## src/rtl/mem_sram_responder.sv

```systemverilog
// mem_sram_responder: peripheral-side responder for the req/gnt/recv/ack
// memory interface. It performs single-cycle accesses to a synchronous SRAM
// macro and returns in-order responses. Responses are buffered in a 2-entry
// FIFO so each one is held until it is acked.
// Optional build macro: MEM_RSP_WAIT_EN adds a post-grant wait counter that
// throttles grants to one every WAIT_CYCLES+1 cycles.
module mem_sram_responder #(
  parameter int unsigned ADDR_W      = 14,
  parameter logic [31:0] BASE        = 32'h2000_0000,
  parameter bit          READ_ONLY   = 1'b0,
  parameter int unsigned WAIT_CYCLES = 2
) (
  input  logic              g_clk,
  input  logic              g_resetn,
  input  logic              mem_req,
  input  logic              mem_wen,
  input  logic [3:0]        mem_strb,
  input  logic [31:0]       mem_wdata,
  input  logic [31:0]       mem_addr,
  output logic              mem_gnt,
  output logic              mem_recv,
  input  logic              mem_ack,
  output logic              mem_error,
  output logic [31:0]       mem_rdata,
  output logic              sram_cen,
  output logic              sram_wen,
  output logic [3:0]        sram_strb,
  output logic [ADDR_W-1:0] sram_addr,
  output logic [31:0]       sram_wdata,
  input  logic [31:0]       sram_rdata
);

  // The window limit is computed on 33 bits so that a window ending exactly
  // at 4 GiB does not wrap around to zero.
  localparam logic [32:0] LIMIT = {1'b0, BASE} + (33'd4 << ADDR_W);

  logic        err;
  logic        grant;
  logic        wait_busy;

  logic        s1_valid;
  logic        s1_err;
  logic        s1_wen;
  logic [31:0] s1_rdata;

  logic        fifo_err   [2];
  logic [31:0] fifo_rdata [2];
  logic        rd_ptr;
  logic        wr_ptr;
  logic [1:0]  occ;
  logic        push;
  logic        pop;

  // Address window and write-permission decode.
  assign err = (mem_addr < BASE) || ({1'b0, mem_addr} >= LIMIT) ||
               (READ_ONLY && mem_wen);

  // Accept only when a buffer slot is guaranteed for the response. This uses
  // registered state only, so there is no combinational path from mem_ack.
  assign mem_gnt = g_resetn && !wait_busy &&
                   (({1'b0, occ} + {2'b00, s1_valid}) < 3'd2);
  assign grant   = mem_req && mem_gnt;

  // Errored requests never reach the macro.
  assign sram_cen   = grant && !err;
  assign sram_wen   = mem_wen;
  assign sram_strb  = mem_strb;
  assign sram_addr  = mem_addr[ADDR_W+1:2];
  assign sram_wdata = mem_wdata;

  // Writes and errors return zero data.
  assign s1_rdata = (s1_err || s1_wen) ? 32'h0 : sram_rdata;

  // The FIFO head takes priority over stage 1, which preserves request order.
  assign mem_recv  = (occ != 2'd0) || s1_valid;
  assign mem_error = (occ != 2'd0) ? fifo_err[rd_ptr]   : (s1_valid && s1_err);
  assign mem_rdata = (occ != 2'd0) ? fifo_rdata[rd_ptr] : (s1_valid ? s1_rdata : 32'h0);

  // A stage-1 response that is acked while the FIFO is empty bypasses the FIFO.
  assign pop  = (occ != 2'd0) && mem_ack;
  assign push = s1_valid && !((occ == 2'd0) && mem_ack);

`ifdef MEM_RSP_WAIT_EN
  logic [7:0] wait_cnt;

  // Post-grant wait counter: load on grant, count down to zero.
  always_ff @(posedge g_clk) begin
    if (!g_resetn) begin
      wait_cnt <= 8'd0;
    end else if (grant) begin
      wait_cnt <= 8'(WAIT_CYCLES);
    end else if (wait_cnt != 8'd0) begin
      wait_cnt <= wait_cnt - 8'd1;
    end
  end

  assign wait_busy = (wait_cnt != 8'd0);
`else
  assign wait_busy = 1'b0;
`endif

  // Stage-1 tracking, FIFO pointers and occupancy.
  always_ff @(posedge g_clk) begin
    if (!g_resetn) begin
      s1_valid <= 1'b0;
      s1_err   <= 1'b0;
      s1_wen   <= 1'b0;
      rd_ptr   <= 1'b0;
      wr_ptr   <= 1'b0;
      occ      <= 2'd0;
    end else begin
      s1_valid <= grant;
      if (grant) begin
        s1_err <= err;
        s1_wen <= mem_wen;
      end
      if (pop)  rd_ptr <= ~rd_ptr;
      if (push) wr_ptr <= ~wr_ptr;
      case ({push, pop})
        2'b10:   occ <= occ + 2'd1;
        2'b01:   occ <= occ - 2'd1;
        default: occ <= occ;
      endcase
    end
  end

  // FIFO storage. Validity is tracked by occ, so the data needs no reset.
  always_ff @(posedge g_clk) begin
    if (push) begin
      fifo_err[wr_ptr]   <= s1_err;
      fifo_rdata[wr_ptr] <= s1_rdata;
    end
  end

endmodule

```

## config.mk

```make
export PLATFORM = sky130hd
export DESIGN_NAME = mem_sram_responder
export DESIGN_NICKNAME = d
export VERILOG_FILES = /design/src/rtl/mem_sram_responder.sv
export SDC_FILE = /design/constraint.sdc
export NUM_CORES = 1
export LEC_CHECK = 0
export ABC_AREA = 1
export ABC_CLOCK_PERIOD_IN_PS = 3350
export CAP_MARGIN = 25
export CORE_MARGIN = 2
export CORE_UTILIZATION = 35
export CTS_CLUSTER_SIZE = 30
export DETAILED_ROUTE_END_ITERATION = 7
export HOLD_SLACK_MARGIN = 0.05
export PLACE_DENSITY = 0.72
export SYNTH_ARGS = -nofsm -noshare
export SYNTH_HDL_FRONTEND = slang
export SYNTH_SLANG_ARGS = --single-unit
```

## constraint.sdc

```tcl
create_clock -name g_clk -period 3.35 [get_ports g_clk]
set_input_delay 0.67 -clock g_clk [delete_from_list [all_inputs] [get_ports g_clk]]
set_output_delay 0.67 -clock g_clk [all_outputs]
set_load 0.03 [all_outputs]
```

==> impl_metrics.env <==
export IMPL_drc=0
export IMPL_clock_skew_ns=0.00664
export IMPL_clkPwrFrac_pct=25.2
export IMPL_vias_per_cell=4.66
export IMPL_status="finished, final reports clean"
export IMPL_clock_latency_ns=0.34
export IMPL_cp_end_kind="primary output"
export IMPL_seq_area_frac_synth_pct=57.2
export IMPL_worst_path_max_fanout=3
export IMPL_powerDensity_nw_per_um2=598
export IMPL_dieArea_sq_um=11500
export IMPL_yosysTopAreaCell="edfxtp_1"
export IMPL_worst_pin_slew_ns=0.595
export IMPL_multi_input_area_sq_um=948
export IMPL_cts_root_buffer="clkbuf_8"
export IMPL_cts_htree_levels=3
export IMPL_grt_use_total_pct=14.9
export IMPL_layout_nets=546
export IMPL_relSlewSlack_pct=60.2
export IMPL_synthCells=396
export IMPL_synth_nets=502
export IMPL_max_vdd_ir_drop_v=0.000205
export IMPL_area_delta_synth_final_pct=22.8
export IMPL_met1_usage_pct=16.1
export IMPL_finalWorstSetupSlack_ns=0.434
export IMPL_power_share_sequential_pct=40.2
export IMPL_async_flop_share_pct=0
export IMPL_worstPathArrival_ns=2.25
export IMPL_globalRouteMet2Util_pct=27.6
export IMPL_cts_buffers=9
export IMPL_seq_area_sq_um=2140
export IMPL_layout_drive_gt1_share_pct=7.42
export IMPL_whs_ns=0.472
export IMPL_clkSinkCount=74
export IMPL_synth_commonest_cells="81 x nor2_1, 66 x edfxtp_1, 51 x buf_4"
export IMPL_grt_pass1_wl_um=13100
export IMPL_finalWorstPathRequiredPeriod_ns=2.92
export IMPL_placement_rows=37
export IMPL_yosysUniqueCellTypes=19
export IMPL_chipHeight_um=107
export IMPL_setup_viol=0
export IMPL_top_usage_layer="met2"
export IMPL_ctsResizeCount=0
export IMPL_antennaDiodeCount=0
export IMPL_avgRoutedWirePerCell_um=15.3
export IMPL_finalHoldViolations=0
export IMPL_port_buffers=89
export IMPL_cellLeakagePower_nw=1.83
export IMPL_tns_ns=0
export IMPL_routabilityCongestion=0.706
export IMPL_p_switching_mw=0.959
export IMPL_antenna_found_initial=0
export IMPL_netlist_area_sq_um=3740
export IMPL_cap_violations=0
export IMPL_slew_violations=0
export IMPL_fillers=1046
export IMPL_fin_cells=581
export IMPL_cts_buffer_depth=2
export IMPL_rsz0062_at_grt="false"
export IMPL_die_w_um=107
export IMPL_max_freq_ghz=0.343
export IMPL_avgSynthCellArea_sq_um=9.46
export IMPL_synth_warnings=0
export IMPL_grt_overflow=0
export IMPL_dr_first_iter_drc_count=107
export IMPL_ff2ff_setup_slack_ns=1.01
export IMPL_core_area_sq_um=10400
export IMPL_hold_path_class="register to register"
export IMPL_combinationalPowerShare_pct=34.6
export IMPL_crit_required_ns=2.68
export IMPL_intPower_mw=1.79
export IMPL_grt_pass1_vias=2745
export IMPL_gr_usage_met3_pct=3.57
export IMPL_synth_top_area_share_pct=52.9
export IMPL_routed_wl_um=8870
export IMPL_vias=2705
export IMPL_dr_pass1_iters=4
export IMPL_synth_most_common_cell="nor2_1"
export IMPL_dp_hpwl_um=5990
export IMPL_pre_cts_slack_ns=0.426
export IMPL_netlist_top_cells_area="edfxtp_1 53%, buf_4 10%, nor2_1 8.1%"
export IMPL_ys_ff_latch=74
export IMPL_synth_edf_count=66
export IMPL_worst_setup_path_type="primary input to primary output"
export IMPL_worstSetupStartpointType="primary input"
export IMPL_initial_core_util_pct=36.1
export IMPL_finalCritPeriodShare_pct=87.0
export IMPL_cts_tree="done"
export IMPL_grt_max_degree=38
export IMPL_ant_nets=0
export IMPL_path_clk_slew_ns=0.08
export IMPL_ys_flop_type="edfxtp_1"
export IMPL_io_pins=192
export IMPL_placed_cells=562
export IMPL_p_sw_share_pct=34.9
worst max-delay path: stages:
cell	delay [ns]
clkdlybuf4s50_1	0.47
nand3_1	0.09
nor2_1	0.16
nand3_1	0.12
inv_1	0.06
clkdlybuf4s50_1	0.67
cells by family (layout without fill, tap and decap cells):
family	after synthesis	count (layout)	share of synthesized area, %
AND/OR/NAND/NOR	131	132	14.1
buffers and inverters	113	161	18.0
AO/OA/AOI/OAI	77	77	10.3
flip-flops	74	74	57.2
adder cells (fa/ha/maj)	1	1	0.334
per-layer routing:
layer  vias to the layer above  wire length [um]  share of wire, %
li1                       1321                 -                 -
met1                      1251              3510                40
met2                       108              4600                52
met3                        25               584               6.6
met4                         0               175               2.0
met5                         -                 0                 0
area by class of cell:
type / count / share of cell area [%]
tap: 136 / 3.70
multi-input combinational: 210 / 20.6
inverter: 46 / 3.75
sequential: 74 / 46.6
clock inverter: 7 / 1.71
timing repair buffer: 99 / 20.9
clock buffer: 9 / 2.69
cells in the final DEF (no fill, tap or decap):
cell / n
clkinv_4: 2
nand4_1: 1
nand2_1: 43
clkdlybuf4s50_1: 88
a21oi_1: 7
dfxtp_1: 8
nor2_8: 1
nor2_1: 79
o21ai_1: 34
nor2_4: 3
inv_1: 46
nand2_4: 1
edfxtp_1: 66
buf_4: 11
clkbuf_8: 9
inv_6: 1
o21ai_0: 36
nand3_1: 3
ha_1: 1
clkinvlp_4: 3
bufinv_16: 1
nor2_2: 1
state kept, by name, indices dropped and copies added, names as in the netlist, named ones only:
| register | count |
|---|---|
| fifo_err | 2 |
| s1_valid | 1 |
| s1_wen | 1 |
| occ | 2 |
| s1_err | 1 |
| rd_ptr | 1 |
| fifo_rdata | 64 |
| wr_ptr | 1 |
worst paths after layout:
path	from	end	cells past startpoint
setup reg to reg	occ[0]$_SDFFE_PN0P_	fifo_rdata[0][14]$_DFFE_PP_	5
hold reg to reg	rd_ptr$_SDFFE_PN0P_	register	1
hold / removal	rd_ptr$_SDFFE_PN0P_	register	1
setup / recovery	g_resetn	sram_cen	6
power by group through the flow:
stage | sequential, mW | clock (mW) | combinational, mW
2_1_floorplan | 1.12 | 0 | 0.702
3_3_place_gp | 1.12 | 0 | 0.918
3_5_place_dp | 1.12 | 0 | 0.929
4_1_cts | 1.10 | 0.711 | 0.934
5_1_grt | 1.11 | 0.755 | 1.03
6_report | 1.11 | 0.694 | 0.951
per-stage QoR:
stage / total power [mW] / cell area (sq um) / utilization (%)
2_1_floorplan: 1.82 / 3740 / -
3_3_place_gp: 2.04 / 4370 / 42.1
3_5_place_dp: 2.05 / 4370 / 42.1
4_1_cts: 2.75 / 4570 / 44.1
5_1_grt: 2.90 / 4600 / 44.4
6_report: 2.75 / 4600 / 44.4
timing repair:
item                                   in CTS  in global routing
setup buffers                               0                  2
endpoints found under the hold margin       0                  0
hold buffers                                0                  0
setup endpoints to repair                   0                 32
Note: power is estimated with default switching activity, not from simulation.
